===== config.mk =====
export PLATFORM = sky130hd
export DESIGN_NAME = alu_seq
export DESIGN_NICKNAME = d
export VERILOG_FILES = /design/src/rtl/alu_seq_pkg.sv /design/src/rtl/alu_seq_regfile.sv /design/src/rtl/alu_seq.sv
export SDC_FILE = /design/constraint.sdc
export NUM_CORES = 1
export LEC_CHECK = 0
export CORE_ASPECT_RATIO = 0.75
export CORE_MARGIN = 1.5
export CORE_UTILIZATION = 42
export CTS_BUF_LIST = sky130_fd_sc_hd__clkbuf_4 sky130_fd_sc_hd__clkbuf_8
export DETAILED_ROUTE_END_ITERATION = 7
export PLACE_DENSITY = 0.78
export SLEW_MARGIN = 20
export SYNTH_ARGS = -nofsm -noshare
export SYNTH_HDL_FRONTEND = slang
export SYNTH_SLANG_ARGS = --single-unit

===== constraint.sdc =====
create_clock -name clk -period 4 [get_ports clk]
set_input_delay 0.8 -clock clk [delete_from_list [all_inputs] [get_ports clk]]
set_output_delay 0.8 -clock clk [all_outputs]
set_load 0.01 [all_outputs]

===== src/rtl/alu_seq_pkg.sv =====
// alu_seq_pkg: opcodes, FSM states and the ALU pass-through code shared by the alu_seq slice.
package alu_seq_pkg;
  localparam logic [3:0] OP_ADC = 4'd0;
  localparam logic [3:0] OP_SBB = 4'd1;
  localparam logic [3:0] OP_AND = 4'd2;
  localparam logic [3:0] OP_OR  = 4'd3;
  localparam logic [3:0] OP_XOR = 4'd4;
  localparam logic [3:0] OP_NOT = 4'd5;
  localparam logic [3:0] OP_LD  = 4'd6;
  localparam logic [3:0] OP_ST  = 4'd8;
  localparam logic [3:0] OP_LDI = 4'd9;
  localparam logic [3:0] OP_CLC = 4'd10;
  localparam logic [3:0] OP_SEC = 4'd11;
  localparam logic [2:0] ALU_PASS = 3'b110;
  typedef enum logic {IDLE, EXEC} state_t;
endpackage


===== src/rtl/alu_seq_regfile.sv =====
// alu_seq_regfile: NREGS x 8 register file, one sync write port, two combinational reads, async clear.
module alu_seq_regfile #(
  parameter int NREGS = 4,
  parameter int IDX_W = 2
) (
  input  logic             clk,
  input  logic             rst_n,
  input  logic             we,
  input  logic [IDX_W-1:0] wr_idx,
  input  logic [7:0]       wr_data,
  input  logic [IDX_W-1:0] rd_idx_a,
  output logic [7:0]       rd_data_a,
  input  logic [IDX_W-1:0] rd_idx_b,
  output logic [7:0]       rd_data_b
);
  logic [7:0] regs [NREGS];
  always_ff @(posedge clk or negedge rst_n)
    if (!rst_n)
      for (int i = 0; i < NREGS; i++) regs[i] <= '0;
    else if (we && int'(wr_idx) < NREGS)
      regs[wr_idx] <= wr_data;
  // out-of-range indices read as zero
  assign rd_data_a = int'(rd_idx_a) < NREGS ? regs[rd_idx_a] : '0;
  assign rd_data_b = int'(rd_idx_b) < NREGS ? regs[rd_idx_b] : '0;
endmodule


===== src/rtl/alu_seq.sv =====
// alu_seq: two-state command sequencer driving an external 8-bit ALU with accumulator and carry writeback.
// Optional zero flag output enabled by defining ALU_SEQ_ZFLAG_EN.
module alu_seq
  import alu_seq_pkg::*;
#(
  parameter int NREGS = 4,
  parameter int IDX_W = 2
) (
  input  logic             clk,
  input  logic             rst_n,
  input  logic             cmd_valid,
  output logic             cmd_ready,
  input  logic [3:0]       cmd_op,
  input  logic [IDX_W-1:0] cmd_idx,
  input  logic [7:0]       cmd_imm,
  output logic             done,
  output logic [7:0]       acc,
  output logic             carry,
  input  logic [IDX_W-1:0] rd_idx,
  output logic [7:0]       rd_data,
  output logic [2:0]       alu_op,
  output logic             alu_ci,
  output logic [7:0]       alu_a,
  output logic [7:0]       alu_r,
  input  logic [7:0]       alu_result,
  input  logic             alu_co
`ifdef ALU_SEQ_ZFLAG_EN
  ,output logic            zero
`endif
);
  state_t           state;
  logic [3:0]       op_q;
  logic [IDX_W-1:0] idx_q;
  logic [7:0]       imm_q;
  logic             we;
  logic [7:0]       wdata;
  logic             arith;
  always_comb begin
    arith     = op_q == OP_ADC || op_q == OP_SBB;
    cmd_ready = state == IDLE;
    alu_a     = acc;
    alu_op    = (state == EXEC && !op_q[3]) ? op_q[2:0] : ALU_PASS;
    alu_ci    = (state == EXEC && arith) ? carry : 1'b0;
    we        = state == EXEC && (op_q == OP_ST || op_q == OP_LDI);
    wdata     = op_q == OP_LDI ? imm_q : acc;
  end
  alu_seq_regfile #(.NREGS(NREGS), .IDX_W(IDX_W)) u_rf (
    .clk      (clk),
    .rst_n    (rst_n),
    .we       (we),
    .wr_idx   (idx_q),
    .wr_data  (wdata),
    .rd_idx_a (idx_q),
    .rd_data_a(alu_r),
    .rd_idx_b (rd_idx),
    .rd_data_b(rd_data)
  );
  always_ff @(posedge clk or negedge rst_n)
    if (!rst_n) begin
      state <= IDLE;
      op_q  <= '0;
      idx_q <= '0;
      imm_q <= '0;
      acc   <= '0;
      carry <= 1'b0;
      done  <= 1'b0;
    end else begin
      done <= 1'b0;
      if (state == IDLE) begin
        if (cmd_valid) begin
          op_q  <= cmd_op;
          idx_q <= cmd_idx;
          imm_q <= cmd_imm;
          state <= EXEC;
        end
      end else begin
        state <= IDLE;
        done  <= 1'b1;
        if (!op_q[3]) acc <= alu_result;
        carry <= arith ? alu_co : (op_q == OP_CLC) ? 1'b0 : (op_q == OP_SEC) ? 1'b1 : carry;
      end
    end
`ifdef ALU_SEQ_ZFLAG_EN
  always_ff @(posedge clk or negedge rst_n)
    if (!rst_n) zero <= 1'b0;
    else if (state == EXEC && !op_q[3]) zero <= alu_result == 8'd0;
`endif
endmodule


==> summary.md <==
| Metric | Value |
|---|---|
| Status | completed |
| Die footprint | 7193 sq um |
| Fill cell count | 534 |
| Core Box Area | 6381 sq um |
| Share of the synthesized area in the top cell type | 0.5078 |
| Final Slew Violations | 0 |
| Clock-pin slew on the worst setup and hold paths | 0.06 ns |
| Setup Viol. Count Final | 0 |
| CP Launch Point | rd_idx[0] |
| Chip Width | 97.43 microns |
| Multi-input logic area | 1262 sq um |
| Crit Path Max Fanout | 8 |
| Clock Path Buffers | 2 |
| Setup bufs post-CTS | 0 |
| Vias in the first global route | 1807 |
| Fin crit period | 3.292 ns |
| Crit. path cell count | 4 |
| Drt via density | 5.223 |
| Starting Density | 0.4402 |
| Initial drt markers | 90 |
| Post-route setup TNS | 0 ns |
| Peak supply drop | 283.2 uV |
| Yosys reg bits | 57 |
| Hold Fails Final Rpt | 0 |
| Antenna-violating nets left | 0 |
| CTS Sinks | 57 |
| DP Worst Slack | 0.7045 ns |
| Worst Skew | 0.005026 ns |
| Nets | 269 |
| Worst Tran Pin Value | 0.7369 ns |
| Sequential cell area | 1426 sq um |
| Synth cell types | 23 |
| Post-route clock period utilization | 0.8230 |
| Fmax achieved | 0.3038 GHz |
| Final core utilization | 0.5824 |
| Mapped cell area | 2809 sq um |
| Final WL | 5.521 mm |
| DP Wirelength | 3.985 mm |
| CTS Hold Buffers Added | 0 |
| Pwr dens | 606.6 nW/um^2 |
| Number of primary I/O pins | 67 |
| Crit-path cells | clkdlybuf4s50_1 > buf_4 > mux4_2 > clkdlybuf4s50_1 |
| CP startpoint kind | primary input |
| Global Route Usage Sum | 0.1726 |
| Reg2reg path depth | 3 |
| H-tree depth | 3 |
| Crit path buffers/inverters | 3 |
| Slowest stage delay, CP | 0.52 ns |
| Layout cell share with drive strength beyond 1 | 0.4146 |
| Max Cap Viol | 0 |
| DR vias | 1708 |
| Commonest non-fill, non-tap cell in the layout | clkdlybuf4s50_1 |
| Crit path to | rd_data[1] |
| # rows | 25 |
| Required time of the critical path | 3.20 ns |
| Most frequent cells in the layout | clkdlybuf4s50_1, dfrtp_1, mux2_2 |
| Initial antenna violation count | 0 |
| Syn_nets | 205 |
| CP max-delay cell | mux4_2 |
| Synth-to-layout area growth | 32.29% |
| Final setup margin | 0.7081 ns |
| Worst Path Arrival | 2.49 ns |
| I/O Buffers | 66 |
| First-pass GRT wire length | 9.142 mm |
| Sequential-to-total area share from yosys stat | 0.5078 |
| Yosys warnings | 0 |
| Hold Path Class | primary input to asynchronous set/reset pin |
| Post-cts repair resize count | 0 |
| WS Path Type | primary input to primary output |
| Cts bufs inserted | 9 |
| Slew HR | 0.5087 |
| FF-to-FF End | u_rf.regs[2] |
| CP Capture Type | primary output |
| Crit path max-delay family | buffers and inverters |
| Area contributors post-synth | dfrtp_1, mux2_2, mux4_2, mux2_4, nor3_4 |
| Crit-path most repeated cell | clkdlybuf4s50_1 |
| Remaining DRCs | 0 |
| CTS tree | done |
| N_diodes | 0 |
| Leakage | 1.564 nW |
| Largest net degree at the start of global routing | 33 |
| Syn Inst Count | 177 |
| FF-to-FF setup slack | 1.88 ns |
| First-pass DRT Iterations | 4 |
| Chip height | 73.83 microns |
| Post-synthesis area per instance | 15.87 sq um |
| CTS Root Cell | clkbuf_8 |
| R2r startpoint | idx_q[0] |
| Skew-Pair Late Insertion Delay | 0.33 ns |
| Largest area contributor in the netlist | dfrtp_1 |
| RSZ-0062 raised after global routing | no |
| Avg WL per Cell | 16.88 microns |
| Gr ovfl total | 0 |
| Final GP Congestion | 0.7234 |
## cell type report
cell class,count,share of cell area
well taps,81,0.02727
repair buffers,70,0.1845
multi-input cells,100,0.3397
clock inverters,5,0.02088
clock buffers,11,0.04074
flip-flops and latches,57,0.3838
inverters,3,0.003030
## metal layers
metal,track usage,share of wire
met5,0,0
met4,0.04762,0.0074
met3,0.07422,0.075
met2,0.2577,0.44
met1,0.2327,0.47
## how the worst min path moves through the flow
stage               startpoint       endpoint  slack, ns  depth (start not counted)
finish                   rst_n  u_rf.regs[10]       0.51                          1
global route          imm_q[6]       imm_q[6]       0.53                          1
CTS                   imm_q[5]       imm_q[5]       0.51                          1
detailed placement       state           done       0.49                          0
global placement      imm_q[3]       imm_q[3]       0.49                          1
floorplan                state           done       0.43                          0
## flip-flops by register name, summed over array words and instances, names as in the netlist
signal / flops
acc: 8
done: 1
u_rf.regs: 32
carry: 1
imm_q: 8
idx_q: 2
state: 1
op_q: 4
## cells by family (layout without fill, tap and decap cells)
group	after synthesis	in the layout	share of synthesized area
DFF	57	57	0.5078
muxes	76	76	0.3795
AOI/OAI and AO/OA	5	5	0.01113
buffers and inverters	20	89	0.04276
and+or+nand+nor	19	19	0.05880
## where the power goes
part | leakage, nW | internal, mW | switching [mW] | total [mW]
clock | 0.115 | 0.382 | 0.223 | 0.605
sequential | 0.718 | 0.748 | 0.156 | 0.905
combinational | 0.730 | 0.509 | 0.235 | 0.744
## cells in the mapped netlist
library cell / number
and2_1: 1
mux2_4: 8
clkbuf_1: 1
mux2_2: 52
o21ai_0: 3
nand2b_1: 2
nor2b_1: 4
buf_2: 6
dfrtp_1: 57
o221a_2: 1
nor2_1: 2
nor3b_1: 1
nor3_4: 4
a21oi_1: 1
nor4bb_1: 1
buf_4: 8
nand2_1: 2
and4bb_1: 1
buf_1: 1
nand4bb_1: 1
mux4_2: 16
buf_6: 1
inv_1: 3
## worst register-to-register path, cell delays in order, from the launching register on
cell	delay [ns]
dfrtp_1	0.82
inv_1	0.27
nor3_4	0.52
mux2_2	0.40
## metrics by stage
step                      cell area, sq um  power, mW  std cells  hold WS [ns]
after floorplan                       2809      1.323        177        0.4305
after global placement                3487      1.642        311        0.4904
after detailed placement              3487      1.667        311        0.4863
after CTS                             3716      2.281        327        0.5124
after global routing                  3716      2.379        327        0.5266
final                                 3716      2.254        327        0.5074
Power figures use the tool's default switching activity.
